==> src/rtl/run_control_pkg.sv <==
// Shared types and helpers for the stopwatch run-control slice.
// Holds the FSM state encoding, the timebase divider and a clog2 helper.

package run_control_pkg;

    // State encoding is also driven out on the state port.
    typedef enum logic [1:0] {
        ST_IDLE  = 2'd0,
        ST_ARMED = 2'd1,
        ST_RUN   = 2'd2,
        ST_PAUSE = 2'd3
    } state_t;

    // Clock cycles per count-enable tick.
    function automatic int calc_div(input int clk_hz, input int tick_hz);
        return clk_hz / tick_hz;
    endfunction

    // Bits needed to hold 0..v-1, never less than one.
    function automatic int clog2_f(input int v);
        int r;
        r = 1;
        for (int i = 1; i < 31; i++) begin
            if ((1 << i) < v) begin
                r = i + 1;
            end
        end
        return r;
    endfunction

endpackage

==> src/rtl/run_control_btn_debounce.sv <==
// Pushbutton conditioner: 2-flop synchronizer, stable-level filter,
// and a one-cycle press pulse on each accepted 0->1 transition.
//
// Ports:
//   clk      system clock
//   rst      synchronous active-high reset
//   btn_raw  asynchronous raw button, active-high
//   level    accepted (debounced) button level
//   press_p  one-cycle pulse when level is accepted as pressed

module btn_debounce
    import run_control_pkg::*;
#(
    parameter int DEB_CYCLES = 1000000
) (
    input  logic clk,
    input  logic rst,
    input  logic btn_raw,
    output logic level,
    output logic press_p
);

    localparam int CW = clog2_f(DEB_CYCLES);
    localparam logic [CW-1:0] CNT_LAST = CW'(DEB_CYCLES - 1);

    logic          sync1;
    logic          sync2;
    logic [CW-1:0] cnt;

    // The counter only advances while the synchronized level disagrees
    // with the accepted one; any agreeing cycle starts the wait over,
    // so contact bounce never reaches the accepted level.
    always_ff @(posedge clk) begin
        if (rst) begin
            sync1   <= 1'b0;
            sync2   <= 1'b0;
            level   <= 1'b0;
            press_p <= 1'b0;
            cnt     <= '0;
        end else begin
            sync1   <= btn_raw;
            sync2   <= sync1;
            press_p <= 1'b0;
            if (sync2 != level) begin
                if (cnt == CNT_LAST) begin
                    level   <= sync2;
                    cnt     <= '0;
                    // Only presses are reported; releases are silent.
                    press_p <= sync2;
                end else begin
                    cnt <= cnt + 1'b1;
                end
            end else begin
                cnt <= '0;
            end
        end
    end

endmodule

==> src/rtl/run_control.sv <==
// Stopwatch run/pause/clear controller and gated counting timebase.
// Counting can only start while ready is high; losing ready pauses.
//
// Ports:
//   clk          system clock
//   rst          synchronous active-high reset
//   ready        ready indication, synchronous to clk
//   btn_start    raw start/stop button, asynchronous, active-high
//   btn_clear    raw clear button, asynchronous, active-high
//   run          high while in RUN
//   tick         one-cycle count enable to the time counter
//   clear_pulse  one-cycle clear to the time counter
//   state        FSM state (IDLE=0, ARMED=1, RUN=2, PAUSE=3)

module run_control
    import run_control_pkg::*;
#(
    parameter int CLK_HZ     = 100000000,
    parameter int TICK_HZ    = 100,
    parameter int DEB_CYCLES = 1000000
) (
    input  logic       clk,
    input  logic       rst,
    input  logic       ready,
    input  logic       btn_start,
    input  logic       btn_clear,
    output logic       run,
    output logic       tick,
    output logic       clear_pulse,
    output logic [1:0] state
);

    localparam int DIV = calc_div(CLK_HZ, TICK_HZ);
    localparam int DW  = clog2_f(DIV);
    localparam logic [DW-1:0] DIV_LAST = DW'(DIV - 1);

    state_t        st;
    logic [DW-1:0] div_cnt;

    logic start_p;
    logic clear_p;
    logic start_level;
    logic clear_level;
    logic unused_levels;

    btn_debounce #(
        .DEB_CYCLES (DEB_CYCLES)
    ) u_start (
        .clk     (clk),
        .rst     (rst),
        .btn_raw (btn_start),
        .level   (start_level),
        .press_p (start_p)
    );

    btn_debounce #(
        .DEB_CYCLES (DEB_CYCLES)
    ) u_clear (
        .clk     (clk),
        .rst     (rst),
        .btn_raw (btn_clear),
        .level   (clear_level),
        .press_p (clear_p)
    );

    // Debounced levels are not needed here; only the press pulses are.
    assign unused_levels = start_level ^ clear_level;

    assign state = st;

    always_ff @(posedge clk) begin
        if (rst) begin
            st          <= ST_IDLE;
            run         <= 1'b0;
            tick        <= 1'b0;
            clear_pulse <= 1'b0;
            div_cnt     <= '0;
        end else begin
            tick        <= 1'b0;
            clear_pulse <= 1'b0;

            // The divider advances on every cycle spent in RUN,
            // including the cycle that leaves RUN, so a pause
            // freezes it one step past the last running count.
            if (st == ST_RUN) begin
                if (div_cnt == DIV_LAST) begin
                    div_cnt <= '0;
                    tick    <= 1'b1;
                end else begin
                    div_cnt <= div_cnt + 1'b1;
                end
            end

            unique case (st)
                ST_IDLE: begin
                    if (ready) begin
                        st <= ST_ARMED;
                    end
                end
                ST_ARMED: begin
                    if (!ready) begin
                        st <= ST_IDLE;
                    end else if (clear_p) begin
                        clear_pulse <= 1'b1;
                        div_cnt     <= '0;
                    end else if (start_p) begin
                        // Fresh start: full period to the first tick.
                        st      <= ST_RUN;
                        run     <= 1'b1;
                        div_cnt <= '0;
                    end
                end
                ST_RUN: begin
                    // Start/stop wins over clear while running.
                    if (!ready || start_p) begin
                        st  <= ST_PAUSE;
                        run <= 1'b0;
                    end
                end
                ST_PAUSE: begin
                    if (clear_p) begin
                        st          <= ST_IDLE;
                        clear_pulse <= 1'b1;
                        div_cnt     <= '0;
                    end else if (start_p && ready) begin
                        // Resume keeps the partial period.
                        st  <= ST_RUN;
                        run <= 1'b1;
                    end
                end
            endcase
        end
    end

endmodule

==> config.mk <==
export PLATFORM = sky130hd
export DESIGN_NAME = run_control
export DESIGN_NICKNAME = d
export VERILOG_FILES = /design/src/rtl/run_control_pkg.sv /design/src/rtl/run_control_btn_debounce.sv /design/src/rtl/run_control.sv
export SDC_FILE = /design/constraint.sdc
export NUM_CORES = 1
export LEC_CHECK = 0
export BUFFER_PORTS_ARGS = -buffer_cell sky130_fd_sc_hd__buf_4
export CAP_MARGIN = 25
export CORE_ASPECT_RATIO = 0.8
export CORE_MARGIN = 3
export CORE_UTILIZATION = 60
export CTS_CLUSTER_DIAMETER = 150
export CTS_CLUSTER_SIZE = 20
export DETAILED_ROUTE_END_ITERATION = 7
export PLACE_DENSITY = 0.77
export RECOVER_POWER = 50
export SYNTH_ARGS = -nofsm -noshare
export SYNTH_HDL_FRONTEND = slang
export SYNTH_SLANG_ARGS = --single-unit
==> constraint.sdc <==
create_clock -name clk -period 2.6 [get_ports clk]
set_input_delay 0.26 -clock clk [delete_from_list [all_inputs] [get_ports clk]]
set_output_delay 0.26 -clock clk [all_outputs]
set_load 0.05 [all_outputs]
-- Word level (Yosys, flattened, before mapping)
Index checks and enable logic that the tools add are counted.
- memory bits (read-only): 0
- memories: 0
- bits in latches: 0
- output and inout bits: 5
- input port bits: 5
- bits in writable memories: 0
- register bits: 73
- div/mod/pow operators: 0
- add/subtract/negate cells: 3
- order comparisons: 0
- multiplexer cells: 26
- shift-type cells: 0
- equality and inequality tests: 18
- bitwise operators: 5
- reductions and logical operators: 14
- multipliers: 0
- operators with widths (operator ; number):
    20-bit 2-to-1 mux ; 6
    20-bit by 1-bit adder with 20-bit output, second input constant ; 3
    20-bit equality test, second input constant ; 3
    20-bit case mux with 2 select lines ; 1
    2-bit 2-to-1 mux ; 7
    3-bit OR reduction ; 4
    2-bit != test, second input constant ; 5
    1-bit 2-to-1 mux ; 9
    2-bit case mux with 4 select lines ; 1
    7-bit AND reduction ; 1
    3-bit by 2-bit != test with 1-bit output, second input constant ; 2
    1-bit NOT ; 5
    5-bit AND reduction ; 1
    2-bit equality test, second input constant ; 2
    2-bit by 1-bit != test with 1-bit output, second input constant ; 2
    2-bit AND reduction ; 2
    3-bit != test, second input constant ; 1
    1-bit case mux with 3 select lines ; 1
    3-bit nonzero test ; 1
    2-bit by 1-bit equality test with 1-bit output, second input constant ; 1
    2-bit zero test ; 1
    1-bit != test ; 2
    1-bit case mux with 2 select lines ; 1
    2-bit OR reduction ; 1
    3 further kinds ; 3

-- Logic depth before layout (Yosys ltp)
- depth after elaboration: 7
- mapped depth: 7
- mapped depth without buffers: 5

-- Modules after synthesis
Synthesis repeated with hierarchy kept, for this count alone.
- cell total of the unflattened synthesis: 384
- area total of the unflattened synthesis: 3362.0 um2
- by module, submodules not included (module ; instances ; cells each ; area each (um2) ; sequential area each (um2)):
    btn_debounce ; 2 ; 123 ; 1079.8 ; 480.5
    run_control ; 1 ; 138 ; 1202.4 ; 500.5

-- Worst setup path before layout
Ideal clock, no wire load.
- path kind: reg-to-reg
- start point: reg st[1], in the netlist state[1]
- end point: reg div_cnt[12]
- buffers on the path: 2
- library setup time: 0.115 ns
- required time: 2.485 ns
- path slack: 0.322 ns
- clock period less this slack: 2.278 ns
- stages on the path, launching flop included: 7
- arrival time: 2.162 ns
- path through: dfxtp_1 buf_2 and4b_1 nand4_1 o311ai_2 buf_4 nor2_1
- longest elaborated chain between the ends: 6
- ends and longest elaborated chain (element ; RTL line ; RTL):
    from (decl) ; run_control.sv:37 ; state_t st;
    from (signal assigned) ; run_control.sv:73 ; st <= ST_IDLE;
    from (signal assigned) ; run_control.sv:97 ; st <= ST_ARMED;
    from (signal assigned) ; run_control.sv:102 ; st <= ST_IDLE;
    2-bit equality test ; run_control.sv:85 ; if (st == ST_RUN) begin
    20-bit 2-to-1 mux ; run_control.sv:85 ;
    20-bit 2-to-1 mux ; run_control.sv:106 ; end else if (start_p) begin
    20-bit 2-to-1 mux ; run_control.sv:103 ; end else if (clear_p) begin
    20-bit 2-to-1 mux ; run_control.sv:101 ; if (!ready) begin
    20-bit case mux with 2 select lines * ; run_control.sv:94 ; unique case (st)
    to (signal assigned) ; run_control.sv:90 ; div_cnt <= div_cnt + 1'b1;
    to (decl) ; run_control.sv:38 ; logic [DW-1:0] div_cnt;
Mark *: on every way between the ends. The rest lies on a longest branch, timed or not.
A chain may end at the register's enable or synchronous reset.

-- Worst setup path after layout
- start point: reg u_start.cnt[13]
- end point: reg u_start.cnt[3]
- longest elaborated chain between the ends: 2
- ends and longest elaborated chain (element ; RTL line ; RTL):
    from (decl) ; run_control_btn_debounce.sv:28 ; logic [CW-1:0] cnt;
    from (signal assigned) ; run_control_btn_debounce.sv:51 ; cnt <= cnt + 1'b1;
    20-bit equality test ; run_control_btn_debounce.sv:45 ; if (cnt == CNT_LAST) begin
    3-bit OR reduction (no source line) ; - ;
No other way between the ends.

==> summary.txt <==
Timing
  – Worst-margin pin slew: 703.6 ps
  – Setup tns final: 0 ps
  – Max transition margin: 53.10%
  – Setup Skew: 6.197 ps
  – Fin crit share: 82.37%
  – Tmin final: 2142 ps
  – F_max: 467.0 MHz
  – Final hold violations: 0
  – Final setup viols: 0
  – RSZ-0062 raised after global routing: false
  – Final hold slack: 128.7 ps
  – Fin. max-slew vios: 0

Detailed routing
  – DRC violations left: 0
  – DR iter-0 viols: 105
  – Wire per inst: 13.00 um
  – Via count: 2614
  – DRT antenna net count: 0
  – TritonRoute pass-1 iters: 5
  – Vias per cell: 5.770
  – Final wirelength: 5888 um

Logic synthesis
  – Syn. warnings: 0
  – Avg Cell Area, Syn: 8.729 sq um
  – Yosys reg bits: 73
  – Fraction of registers with async set/reset: 0%
  – Post-Syn Instances: 377
  – Top-area cell type share of the netlist area: 44.41%
  – Yosys top cell by area: dfxtp_1
  – Ys flop type: dfxtp_1
  – Post-synthesis cell type count: 47
  – Post-synth EDFFs: 0
  – Syn Std Cell Area: 3291 sq um
  – Synth area leaders: dfxtp_1 (44%), nor2_1 (4.8%), xnor2_1 (4.8%)
  – Post-synthesis sequential area ratio: 44.41%
  – Syn nets: 385

Floorplan
  – Core Area: 5151 sq um
  – Die Width: 88.80 um
  – Area of the die: 6415 sq um
  – Initial Util: 63.88%
  – I/O pin cnt: 10
  – Chip Height: 72.24 um
  – Rows: 23

Place
  – IO Port Bufs: 9
  – HPWL Detailed: 4121 um
  – Gpl congestion: 0.7981

Cells and area
  – Layout cells sized above 1: 7.673%
  – Ant. Diodes: 0
  – Reg area: 1461 sq um
  – Fillers: 421
  – Area growth syn-to-layout: 6.958%
  – Nets@finish: 394
  – Multi-input logic area: 1687 sq um

Clock network
  – Worst-path clk slew: 70 ps
  – Clock sink count: 73
  – # hold bufs at CTS: 0
  – Num CTS Buffers: 9
  – Post-CTS Setup Inserts: 0
  – Clock Tree Buf Depth: 2
  – H-tree Lvls: 3
  – Gates resized, CTS repair: 0
  – CTS root buffer: clkbuf_8
  – TritonCTS clock tree: done
  – Clock latency on the worst-skew pair: 340 ps

Setup path
  – Arr. time, crit path: 2350 ps
  – Required @ worst endpoint: 2810 ps
  – CP Max Fanout: 19
  – Setup CP Type: reg2reg
  – Worst path max stage delay: 600 ps
  – Critical path endpoint category: flip-flop
  – Critical path launch point type: flip-flop
  – Cell chain of the critical path: or4b_1, or4_1, o21ai_4, nor2_1
  – Slowest cell on crit path: or4_1

Pwr
  – PD cells: 550.0 nW/um^2
  – Power Total: 1.936 mW
  – Pleak: 1.059 nW
  – VDD IR-drop max: 0.4370 mV

GRT
  – Overall routing resource usage: 20.30%
  – Vias in the first global route: 2315
  – Gr ovfl total: 0
  – First-pass GRT wire length: 10160 um
  – Initial antenna violation count: 0
  – Largest net degree at the start of global routing: 20

Run
  – Max Cap Viol: 0

Outcome
  – Outcome: finished clean

Hold path
  – Worst min path class: in2reg
[report_power, final]
group / switching (mW) / internal [mW]
logic: 0.0221 / 0.0110
clock network: 0.381 / 0.394
registers: 0.00479 / 1.12
total: 0.408 / 1.53
[placed cells by master, fill, tap and decap left out, types with 9 or more instances in the layout]
cell,Yosys,layout
o31ai_1,11,11
dfxtp_1,73,73
or4_1,14,15
o21ai_0,14,15
clkbuf_8,0,11
nand2_1,27,27
clkbuf_1,8,9
inv_1,15,15
xor2_1,16,16
a21oi_1,26,26
nand3_1,19,19
xnor2_1,18,18
nor2_1,42,42
or3_1,13,13
nand4_1,10,10
[worst max-delay path: cells and delay by family, from the launching register on]
family	cells	cell delay, ps
and+or+nand+nor	3	1210
AOI/OAI and AO/OA	1	450
DFF	1	340
[metal layers]
metal  GRT usage, %  wire, um  vias to the layer above
met4          7.550        70                        0
met3          7.719       198                        7
met1          26.09      2913                     1219
li1               -         -                     1361
met5              0         0                        -
met2          31.05      2705                       27
[cells in the mapped netlist (3+ instances only)]
cell type  count
xor2_1        16
nor3_1         7
and4_1         3
nor2_1        42
and3_1         6
nor2b_1        7
nor4_1         3
nand2_1       27
or4_1         14
or4_4          3
or3_1         13
nor4b_1        4
nand3_1       19
a21oi_1       26
xnor2_1       18
inv_1         15
o21ai_0       14
clkbuf_1       8
buf_2          3
dfxtp_1       73
nand4_1       10
o31ai_1       11
or2_2          3
ha_1           3
[final cells by class]
cell class              count  area share (%)
repair buffers             12           1.813
flip-flops and latches     73           41.52
well taps                  62           2.204
clock inverters             3          0.4266
inverters                  15           1.600
multi-input cells         275           47.92
clock buffers              13           4.515
[through the flow]
step,setup WS (ps),utilization (%),instance area [sq um],cells
floorplan,322.1,-,3291,377
global placement,548.8,65.68,3383,437
detailed placement,504.3,65.68,3383,437
CTS,495.1,69.06,3557,453
global route,266.3,68.33,3520,453
finish,458.5,68.33,3520,453
[cells by family (layout without fill, tap and decap cells)]
group	after synthesis	after routing	synth area share, %
buf+inv	29	43	3.992
simple gates	177	177	29.85
mux	1	1	0.3042
xor+xnor	34	34	9.049
flops	73	73	44.41
fa+ha+maj	3	3	1.141
compound gates	60	60	11.25
[flip-flops by register name, indices dropped and copies added, names as in the netlist]
register / cells
clear_pulse: 1
div_cnt: 20
run: 1
state: 2
tick: 1
u_clear.cnt: 20
u_clear.level: 1
u_clear.press_p: 1
u_clear.sync1: 1
u_clear.sync2: 1
u_start.cnt: 20
u_start.level: 1
u_start.press_p: 1
u_start.sync1: 1
u_start.sync2: 1
[worst paths after layout]
| path | startpoint | end | slack [ps] | cells past startpoint |
|---|---|---|---|---|
| setup / recovery | u_start.cnt[13] | u_start.cnt[3] | 460 | 4 |
| hold / removal | btn_clear | u_clear.sync1 | 130 | 2 |
| setup reg to reg | u_start.cnt[13] | u_start.cnt[3] | 460 | 4 |
| hold reg to reg | u_clear.sync1 | u_clear.sync2 | 450 | 1 |
(Power assumes the default switching activity.)
